<file path="src/rtl/rv32i_pkg.sv">
// Shared RV32I decode definitions: opcodes, instruction field positions, immediate formats.
// Latency: n/a (constants and types only).
// Backpressure: n/a.
package rv32i_pkg;

    localparam int XLEN = 32;

    // Base opcodes (instr[6:0]); all legal RV32I opcodes end in 2'b11
    localparam logic [6:0] OPC_LUI      = 7'b0110111;
    localparam logic [6:0] OPC_AUIPC    = 7'b0010111;
    localparam logic [6:0] OPC_JAL      = 7'b1101111;
    localparam logic [6:0] OPC_JALR     = 7'b1100111;
    localparam logic [6:0] OPC_BRANCH   = 7'b1100011;
    localparam logic [6:0] OPC_LOAD     = 7'b0000011;
    localparam logic [6:0] OPC_STORE    = 7'b0100011;
    localparam logic [6:0] OPC_OP_IMM   = 7'b0010011;
    localparam logic [6:0] OPC_OP       = 7'b0110011;
    localparam logic [6:0] OPC_MISC_MEM = 7'b0001111;
    localparam logic [6:0] OPC_SYSTEM   = 7'b1110011;

    // Instruction field bit positions
    localparam int OPC_MSB = 6;
    localparam int OPC_LSB = 0;
    localparam int RD_MSB  = 11;
    localparam int RD_LSB  = 7;
    localparam int F3_MSB  = 14;
    localparam int F3_LSB  = 12;
    localparam int RS1_MSB = 19;
    localparam int RS1_LSB = 15;
    localparam int RS2_MSB = 24;
    localparam int RS2_LSB = 20;
    localparam int F7_MSB  = 31;
    localparam int F7_LSB  = 25;

    typedef enum logic [2:0] {
        IMM_I,
        IMM_S,
        IMM_B,
        IMM_U,
        IMM_J,
        IMM_NONE
    } imm_type_t;

    // Contents of the decode holding register
    typedef struct packed {
        logic [XLEN-1:0] instr;
        logic [XLEN-1:0] pc;
    } dEntry_t;

endpackage

</file>
<file path="src/rtl/rv32i_imm_gen.sv">
// Immediate generator: classifies the instruction format by opcode and builds the sign-extended immediate.
// Latency: purely combinational.
// Backpressure: none.
// Ports: instr (32-bit word in), immType (format out), imm (32-bit immediate out).
module rv32i_imm_gen
    import rv32i_pkg::*;
(
    input  logic [XLEN-1:0] instr,
    output imm_type_t       immType,
    output logic [XLEN-1:0] imm
);

    always_comb begin
        immType = IMM_NONE;
        unique case (instr[OPC_MSB:OPC_LSB])
            OPC_LOAD, OPC_OP_IMM, OPC_JALR, OPC_SYSTEM: immType = IMM_I;
            OPC_STORE:                                  immType = IMM_S;
            OPC_BRANCH:                                 immType = IMM_B;
            OPC_LUI, OPC_AUIPC:                         immType = IMM_U;
            OPC_JAL:                                    immType = IMM_J;
            default:                                    immType = IMM_NONE;
        endcase
    end

    always_comb begin
        imm = '0;
        unique case (immType)
            IMM_I: imm = {{20{instr[31]}}, instr[31:20]};
            IMM_S: imm = {{20{instr[31]}}, instr[31:25], instr[11:7]};
            // Branch and jump offsets are halfword-aligned: bit 0 is implicit zero
            IMM_B: imm = {{19{instr[31]}}, instr[31], instr[7], instr[30:25], instr[11:8], 1'b0};
            IMM_U: imm = {instr[31:12], 12'b0};
            IMM_J: imm = {{11{instr[31]}}, instr[31], instr[19:12], instr[20], instr[30:21], 1'b0};
            default: imm = '0;
        endcase
    end

endmodule

</file>
<file path="src/rtl/rv32i_decode_stage.sv">
// Decode stage: holds one fetched instruction, drives register-file reads, presents decoded fields and operands.
// Latency: instruction accepted at edge N is presented to execute from N to N+1 (operands from a 1-cycle registered read).
// Backpressure: inReady = !dValid || outReady; a stalled instruction holds, its operands keep tracking write-backs.
// Ports: clk/resetn; fetch inValid/inReady/inInstr/inPc; flush; regfile rdAddrA/B, rdDataA/B; write-back snoop
//        wbWrite/wbAddr/wbData; execute outValid/outReady, outPc, outImm, outRs1Data, outRs2Data, outRd,
//        outOpcode, outFunct3, outFunct7, outIllegal.
module rv32i_decode_stage
    import rv32i_pkg::*;
(
    input  logic            clk,
    input  logic            resetn,
    input  logic            inValid,
    output logic            inReady,
    input  logic [XLEN-1:0] inInstr,
    input  logic [XLEN-1:0] inPc,
    input  logic            flush,
    output logic [4:0]      rdAddrA,
    output logic [4:0]      rdAddrB,
    input  logic [XLEN-1:0] rdDataA,
    input  logic [XLEN-1:0] rdDataB,
    input  logic            wbWrite,
    input  logic [4:0]      wbAddr,
    input  logic [XLEN-1:0] wbData,
    output logic            outValid,
    input  logic            outReady,
    output logic [XLEN-1:0] outPc,
    output logic [XLEN-1:0] outImm,
    output logic [XLEN-1:0] outRs1Data,
    output logic [XLEN-1:0] outRs2Data,
    output logic [4:0]      outRd,
    output logic [6:0]      outOpcode,
    output logic [2:0]      outFunct3,
    output logic [6:0]      outFunct7,
    output logic            outIllegal
);

    logic            dValid;
    dEntry_t         dReg;
    logic            bypA;
    logic            bypB;
    logic [XLEN-1:0] bypDataA;
    logic [XLEN-1:0] bypDataB;
    logic            accept;
    logic            hitA;
    logic            hitB;
    logic [4:0]      rs1;
    logic [4:0]      rs2;
    imm_type_t       immType;
    logic            knownOpcode;

    assign inReady = !dValid || outReady;
    assign accept  = inValid && inReady;

    // Address the file with whatever D will hold after this edge, so the data
    // arrives exactly when the instruction is presented. While stalled, D's
    // sources are re-read each cycle so later write-backs show up.
    assign rdAddrA = accept ? inInstr[RS1_MSB:RS1_LSB] : dReg.instr[RS1_MSB:RS1_LSB];
    assign rdAddrB = accept ? inInstr[RS2_MSB:RS2_LSB] : dReg.instr[RS2_MSB:RS2_LSB];

    // The file returns the pre-write value when read and written on the same
    // edge; capture the write-back data so it can replace that stale read.
    assign hitA = wbWrite && (wbAddr == rdAddrA) && (wbAddr != 5'd0);
    assign hitB = wbWrite && (wbAddr == rdAddrB) && (wbAddr != 5'd0);

    always_ff @(posedge clk or negedge resetn) begin
        if (!resetn) begin
            dValid   <= 1'b0;
            dReg     <= '0;
            bypA     <= 1'b0;
            bypB     <= 1'b0;
            bypDataA <= '0;
            bypDataB <= '0;
        end else begin
            // A redirect wins over a capture on the same edge
            if (flush) begin
                dValid <= 1'b0;
            end else if (accept) begin
                dValid     <= 1'b1;
                dReg.instr <= inInstr;
                dReg.pc    <= inPc;
            end else if (dValid && outReady) begin
                dValid <= 1'b0;
            end

            bypA <= hitA;
            bypB <= hitB;
            if (hitA) begin
                bypDataA <= wbData;
            end
            if (hitB) begin
                bypDataB <= wbData;
            end
        end
    end

    rv32i_imm_gen uImmGen (
        .instr   (dReg.instr),
        .immType (immType),
        .imm     (outImm)
    );

    assign rs1 = dReg.instr[RS1_MSB:RS1_LSB];
    assign rs2 = dReg.instr[RS2_MSB:RS2_LSB];

    assign outRs1Data = (rs1 == 5'd0) ? '0 : (bypA ? bypDataA : rdDataA);
    assign outRs2Data = (rs2 == 5'd0) ? '0 : (bypB ? bypDataB : rdDataB);

    assign outValid  = dValid;
    assign outPc     = dReg.pc;
    assign outRd     = dReg.instr[RD_MSB:RD_LSB];
    assign outOpcode = dReg.instr[OPC_MSB:OPC_LSB];
    assign outFunct3 = dReg.instr[F3_MSB:F3_LSB];
    assign outFunct7 = dReg.instr[F7_MSB:F7_LSB];

    // Every opcode with an immediate format is legal; OP and MISC-MEM are the
    // only legal opcodes without one.
    assign knownOpcode = (immType != IMM_NONE)
                      || (outOpcode == OPC_OP)
                      || (outOpcode == OPC_MISC_MEM);

    assign outIllegal = dValid && ((dReg.instr[1:0] != 2'b11) || !knownOpcode);

endmodule

</file>
<file path="config.mk">
export PLATFORM = sky130hd
export DESIGN_NAME = rv32i_decode_stage
export DESIGN_NICKNAME = d
export VERILOG_FILES = /design/src/rtl/rv32i_pkg.sv /design/src/rtl/rv32i_imm_gen.sv /design/src/rtl/rv32i_decode_stage.sv
export SDC_FILE = /design/constraint.sdc
export NUM_CORES = 1
export LEC_CHECK = 0
export CAP_MARGIN = 40
export CORE_MARGIN = 2
export CORE_UTILIZATION = 30
export CTS_CLUSTER_SIZE = 10
export DETAILED_ROUTE_END_ITERATION = 12
export GPL_ROUTABILITY_DRIVEN = 0
export PLACE_DENSITY = 0.62
export SYNTH_ARGS = -nofsm -noshare
export SYNTH_HDL_FRONTEND = slang
export SYNTH_SLANG_ARGS = --single-unit
</file>
<file path="constraint.sdc">
create_clock -name clk -period 2.4 [get_ports clk]
set_input_delay 0.48 -clock clk [delete_from_list [all_inputs] [get_ports clk]]
set_output_delay 0.48 -clock clk [all_outputs]
set_load 0.01 [all_outputs]
</file>
[Word level (Yosys, flattened, before mapping)]
Index checks and enable logic that the tools add are counted.
Storage, ports and cells
  bits of input ports: 171
  output and inout port bits: 163
  word-level logic and storage cells: 59
  register bits after elaboration: 131
Operators by class
  eq/ne operators: 19
  multiplexer cells: 11
  reduce and logical (&&, ||, !) cells: 21
  bitwise operators: 1
Operator list (count)
  $pmux W32 S5: 1
  $mux W32: 4
  $eq A7 B7 Y1 const B: 4
  $eq A7 B6 Y1 const B: 3
  $pmux W3 S5: 1
  $eq A7 B5 Y1 const B: 2
  $eq A5 B5 Y1: 2
  $logic_not A5 Y1: 2
  $mux W5: 2
  $eq A7 B2 Y1 const B: 1
  $eq A7 B4 Y1 const B: 1
  $logic_and A1 B1 Y1: 7
  $eq A3 B2 Y1 const B: 2
  $reduce_bool A5 Y1: 1
  $logic_or A1 B1 Y1: 4
  $reduce_or A4 Y1: 1
  $eq A3 B1 Y1 const B: 1
  $eq A3 B3 Y1 const B: 1
  $logic_not A3 Y1: 1
  $mux W1: 3
  $ne A3 B3 Y1 const B: 1
  $reduce_bool A3 Y1: 1
  $logic_not A1 Y1: 2
  $ne A2 B2 Y1 const B: 1
  other kinds (3): 3

[Logic depth before layout (Yosys ltp)]
Gate-level depths: netlist of the first run.
  word-level depth: 9
  gate-level depth with buffers: 9
  mapped depth without buffers: 6

[Hierarchy]
From an unflattened synthesis of the first run, not the netlist that was laid out.
Second synthesis, totals
  cells, all modules: 593
  area total of the unflattened synthesis: 7235.7 µm²
Modules (own cells, without submodules)
  rv32i_decode_stage: area an instance 6713.9 µm², seq. area each 3278.1 µm², cells each 522, instances 1
  rv32i_imm_gen: area an instance 521.8 µm², seq. area each 0.0 µm², cells each 71, instances 1

[Worst setup path before layout of the first run]
No wires, ideal clock.
  path kind: input-to-reg
  start: input outReady
  end: register bypDataB[12]
  stages: 7
  library setup time: 125 ps
  setup slack: 36 ps
  arrival time: 2240 ps
  data required time: 2275 ps
  path buffers: 1
  path through: nand2b_4 nand2_4 mux2_2 xnor2_1 nor4_4 buf_6 mux2_2
On the way
  longest elaborated chain between the ends: 6
Ends and longest elaborated chain
  start, declared: RTL line rv32i_decode_stage.sv:25  | input logic outReady,
  $logic_or A1 B1 Y1: RTL line rv32i_decode_stage.sv:51  | assign inReady = !dValid || outReady;
  $logic_and A1 B1 Y1: RTL line rv32i_decode_stage.sv:52  | assign accept = inValid && inReady;
  $mux W5: RTL line rv32i_decode_stage.sv:58  | assign rdAddrB = accept ? inInstr[RS2_MSB:RS2_LSB] : dReg.instr[RS2_MSB:RS2_LSB];
  named net rdAddrB[3]: RTL line rv32i_decode_stage.sv:18  | output logic [4:0] rdAddrB,
  $eq A5 B5 Y1: RTL line rv32i_decode_stage.sv:63  | assign hitB = wbWrite && (wbAddr == rdAddrB) && (wbAddr != 5'd0);
  $logic_and A1 B1 Y1 (2 in series): RTL line rv32i_decode_stage.sv:63
  end signal, assigned: RTL line rv32i_decode_stage.sv:91  | bypDataB <= wbData;
  end, declared: RTL line rv32i_decode_stage.sv:42  | logic [XLEN-1:0] bypDataB;
The timed path passes the listed nets, and every way through them passes these cells.
A chain may end at the register's enable or synchronous reset.

[Worst setup path in the final report of the first run]
  start: register, netlist name outOpcode[5]
  end: output outImm[17]
On the way
  longest elaborated chain between the ends: 5
  elaborated cells on any way between the ends: 18
  those cells by class: 13 x eq/ne; 2 x mux; 3 x reduce/logical
Ends and longest elaborated chain
  $eq A7 B2 Y1, or another cell as far along: RTL line rv32i_imm_gen.sv:15  | unique case (instr[OPC_MSB:OPC_LSB])
  $reduce_or A4 Y1 or $reduce_or A2 Y1 (tied branches): RTL line rv32i_imm_gen.sv:15
  $pmux W3 S5 (*): RTL line rv32i_imm_gen.sv:15
  $eq A3 B3 Y1, or another cell as far along: RTL line rv32i_imm_gen.sv:27  | unique case (immType)
  $pmux W32 S5 (*): RTL line rv32i_imm_gen.sv:27
  end, declared: RTL line rv32i_decode_stage.sv:27  | output logic [XLEN-1:0] outImm,
Mark *: on every way between the ends. The rest lies on a longest branch, timed or not.

==> impl_metrics.sql, run 1 <==
INSERT INTO impl_metrics (metric_group, metric, value, unit) VALUES
('sta', 'fin_tns_setup', '-3.426', 'ns'),
('critical_path', 'crit_required', '1.92', 'ns'),
('cts', 'htree_num_levels', '4', ''),
('finish', 'final_area', '12980', 'µm²'),
('critical_path', 'end_kind', 'primary output', ''),
('floorplanning', 'die_h', '159.4', 'µm'),
('finish', 'final_layout_size_suffix_gt1_share', '48.26', '%'),
('critical_path', 'critical_path.reg2reg.endpoint', 'bypDataA[16]$_DFFE_PN0P_', ''),
('synthesis', 'synth.yosys.seq_area_share', '45.24', '%'),
('finish', 'final_nets', '1162', ''),
('floorplanning', 'start_util', '30.69', '%'),
('floorplanning', 'fp.dieArea', '25410', 'µm²'),
('placed_design', 'dp.final_hpwl', '17300', 'µm'),
('critical_path', 'critical-path-top-cell-by-count', 'sky130_fd_sc_hd__buf_6', ''),
('critical_path', 'slowest_delay', '0.42', 'ns'),
('critical_path', 'reg2reg_depth', '9', ''),
('run_status', 'violations', 'negative setup slack', ''),
('sta', 'slew_headroom', '73.61', '%'),
('route', 'route.detailed.wl_per_inst', '19.63', 'µm'),
('critical_path', 'cp.arrival', '2.09', 'ns'),
('critical_path', 'r2r-start', 'outValid$_DFFE_PN0P_', ''),
('placed_design', 'post_dp_cell_area', '10990', 'µm²'),
('global_route', 'grt_antenna_before_repair', '1', ''),
('critical_path', 'critPathCapture', 'outImm[17]', ''),
('global_route', 'first_global_vias', '6557', ''),
('critical_path', 'worst_setup_path_start_kind', 'register', ''),
('synthesis', 'ys_seq_elements', '131', ''),
('cts', 'cts_made_buffers', '17', ''),
('placed_design', 'dp.cells', '1228', ''),
('synthesis', 'yosys_synthesis_warning_count', '0', ''),
('route', 'routed-via-count', '6130', ''),
('cts', 'cts_tree', 'built', ''),
('global_route', 'grt_start_max_net_pins', '48', ''),
('sta', 'achievable-frequency', '0.3885', 'GHz'),
('critical_path', 'reg2reg_setup_slack', '0.07', 'ns'),
('synthesis', 'syn-cell-area', '7246', 'µm²'),
('finish', 'instances_no_fill', '1322', ''),
('synthesis', 'syn_area_per_cell', '12.12', 'µm²'),
('power_and_ir_drop', 'powerDensity', '727.8', 'nW/µm²'),
('finish', 'synthToLayoutAreaGrowth', '79.12', '%'),
('route', 'antenna_violating_nets_post_route', '0', ''),
('flow_run', 'maxCapViolCount', '0', ''),
('synthesis', 'synth_fp_nets', '769', ''),
('run_status', 'run_status', 'finished with violations', ''),
('cts', 'worstSkewPairLatency', '0.41', 'ns'),
('power_and_ir_drop', 'p_leak', '5.748', 'nW'),
('synthesis', 'postSynthCellCount', '598', ''),
('sta', 'final.min_clock_period', '2.574', 'ns'),
('critical_path', 'slowest_stage', 'sky130_fd_sc_hd__dfrtp_1', ''),
('floorplanning', 'core.rowCount', '56', ''),
('hold_path', 'hold_path.class', 'reg2reg', ''),
('route', 'remaining_drc_errors', '0', ''),
('sta', 'period_share', '107.2', '%'),
('sta', 'rsz0062_at_grt', 'yes', ''),
('placed_design', 'number_of_port_buffers', '333', ''),
('global_route', 'grt_pass1_wl', '38250', 'µm'),
('finish', 'antenna-diode-count', '0', ''),
('finish', 'final_core_utilization', '54.96', '%'),
('sta', 'fin_worst_skew', '0.007762', 'ns'),
('cts', 'clk_pin_slew', '0.06', 'ns'),
('sta', 'tightestPinTransition', '0.3848', 'ns'),
('global_route', 'grt_remaining_overflow', '0', ''),
('cts', 'cts_buffer_depth', '2', ''),
('sta', 'final_hold_viol_count', '0', ''),
('route', 'drt_iter0_drc', '222', ''),
('power_and_ir_drop', 'peakVddDrop', '407.8', 'µV'),
('floorplanning', 'floorplan.io_pins', '334', ''),
('critical_path', 'worst_setup_startpoint', 'outOpcode[5]$_DFFE_PN0P_', ''),
('critical_path', 'crit_type', 'reg2out', ''),
('critical_path', 'cp_cell_sequence', 'inv_2, buf_6, a2111oi_4, nand2_1, a21oi_2, buf_6, buf_6, a21o_1, buf_2', ''),
('route', 'totalWireLength', '25950', 'µm'),
('finish', 'fillers', '2014', ''),
('floorplanning', 'die_width', '159.4', 'µm'),
('sta', 'setup_ws', '-0.1739', 'ns'),
('sta', 'timing_max_transition_violations_final', '0', ''),
('cts', 'numClockSinks', '131', ''),
('sta', 'setup_viol', '77', ''),
('floorplanning', 'area_of_the_core', '23610', 'µm²'),
('route', 'drtPass1Iterations', '4', ''),
('global_route', 'global_route.usage.total', '19.52', '%'),
('sta', 'worst_hold_slack', '0.4864', 'ns'),
('synthesis', 'netlist-cell-type-count', '41', ''),
('route', 'number_of_vias_per_cell_after_detailed_routing', '4.637', ''),
('critical_path', 'highest_fanout_seen_on_the_critical_path', '5', ''),
('cts', 'root_buffer', 'sky130_fd_sc_hd__clkbuf_16', '');
==> cells in the final DEF (no fill, tap or decap), drive strengths merged, types with 7 or more instances in the layout <==
cell type        n
clkdlybuf4s50  217
xor2             9
nor2            71
dfrtp          131
xnor2            7
nand2            8
mux2i           65
a21oi            7
mux2           136
clkbuf          28
a21o            20
and2             8
buf            222
==> final cells by class <==
class                      instances  area [µm²]  share of cell area [%]
multi-input combinational        371        3966                   30.56
clock buffer                      19       452.9                   3.490
sequential                       131        3286                   25.32
timing repair buffer             465        4676                   36.03
inverter                           5       18.77                  0.1446
clock inverter                    12       180.2                   1.388
tap                              319       399.1                   3.075
==> where the power goes <==
group | total [mW] | switching (mW) | internal [mW]
logic | 3.21 | 1.19 | 2.01
clock network | 2.81 | 1.02 | 1.79
registers | 3.43 | 0.515 | 2.91
==> metrics by stage <==
step           total power, mW  worst slack (ns)
2_1_floorplan            4.786           0.03560
3_3_place_gp             6.081           -0.5154
3_5_place_dp             6.138           -0.5594
4_1_cts                  9.189           -0.1836
5_1_grt                  9.912           -0.3072
6_report                 9.446           -0.1739
==> layer usage <==
| metal | part of all wire (%) | GRT usage, % | vias up | routed length [µm] |
|---|---|---|---|---|
| li1 | - | - | 2827 | - |
| met1 | 42 | 24.07 | 2980 | 10820 |
| met2 | 48 | 32.69 | 295 | 12550 |
| met3 | 7.9 | 6.564 | 28 | 2038 |
| met4 | 2.1 | 5.331 | 0 | 547 |
| met5 | 0 | 0 | - | 0 |
==> worst max-delay path, delay by kind of cell (launching register included) <==
kind                   cells  cell delay (ns)
flip-flops                 1             0.42
AND/OR/NAND/NOR            1             0.12
buffers and inverters      5             0.55
AO/OA/AOI/OAI              3             0.58
==> worst min-delay path by stage <==
stage | from | end | slack [ns] | cells past startpoint
final | bypDataB[3]$_DFFE_PN0P_ | bypDataB[3]$_DFFE_PN0P_ | 0.49 | 1
after global routing | inInstr[15] | dReg[47]$_DFFE_PN0P_ | 0.50 | 3
after CTS | bypDataB[3]$_DFFE_PN0P_ | bypDataB[3]$_DFFE_PN0P_ | 0.49 | 1
after detailed placement | resetn | outPc[27]$_DFFE_PN0P_ | 0.42 | 1
after global placement | resetn | outPc[27]$_DFFE_PN0P_ | 0.42 | 1
after floorplan | resetn | bypA$_DFF_PN0_ | 0.18 | 0
==> repair_timing <==
item                                    in CTS  in global routing
hold endpoints to repair                    35                  0
buffers inserted                            47                 18
resized for setup                          525                177
cloned                                       4                  3
hold buffers                                 1                  0
endpoints found under the setup margin     138                131
pin swaps                                   64                 35
==> sequential cells by signal, indices dropped and copies added, names as in the netlist <==
register	flops
dReg	10
outPc	32
outFunct7	7
outOpcode	7
outFunct3	3
outValid	1
bypDataA	32
outRd	5
bypA	1
bypDataB	32
bypB	1
==> cell families (layout without fill, tap and decap cells) <==
group           after synthesis  after routing  synth area share, %
buf+inv                      96            501                9.256
xor+xnor                     16             16                2.141
compound gates               49             49                4.904
simple gates                105            105                6.787
mux                         201            201                31.67
flops                       131            131                45.24
==> Yosys cell counts (all sizes together) <==
library cell	n	area, µm²
o21a	1	7.510
nand2	8	37.54
nand2b	1	13.76
a22o	5	43.79
and4b	1	10.01
a21o	20	150.1
o22ai	1	6.260
nor2	71	266.5
a21boi	1	7.510
or4	3	22.52
inv	5	18.77
nor4	2	27.53
dfrtp	131	3278
nor2b	5	31.28
mux2	136	1644
a2111o	1	11.26
buf	75	591.8
and3	2	12.51
nor3	2	10.01
nand3	2	10.01
a21oi	7	35.03
a211o	1	8.760
xnor2	7	76.32
xor2	9	78.83
and2	8	50.05
a2111oi	3	32.53
o21bai	2	15.01
mux2i	65	650.6
a31oi	2	12.51
clkbuf	16	60.06
o21ai	5	25.02
Power figures use the tool's default switching activity.
==> run 2: changes to the inputs <==
--- a/config.mk
+++ b/config.mk
@@ -8,10 +8,11 @@
 export CAP_MARGIN = 40
 export CORE_MARGIN = 2
 export CORE_UTILIZATION = 30
-export CTS_CLUSTER_SIZE = 10
+export CTS_CLUSTER_SIZE = 20
 export DETAILED_ROUTE_END_ITERATION = 12
 export GPL_ROUTABILITY_DRIVEN = 0
 export PLACE_DENSITY = 0.62
+export SLEW_MARGIN = 20
 export SYNTH_ARGS = -nofsm -noshare
 export SYNTH_HDL_FRONTEND = slang
 export SYNTH_SLANG_ARGS = --single-unit
==> results of run 2 <==
No change in the layout: final DEF, timing and power equal those of run 1.
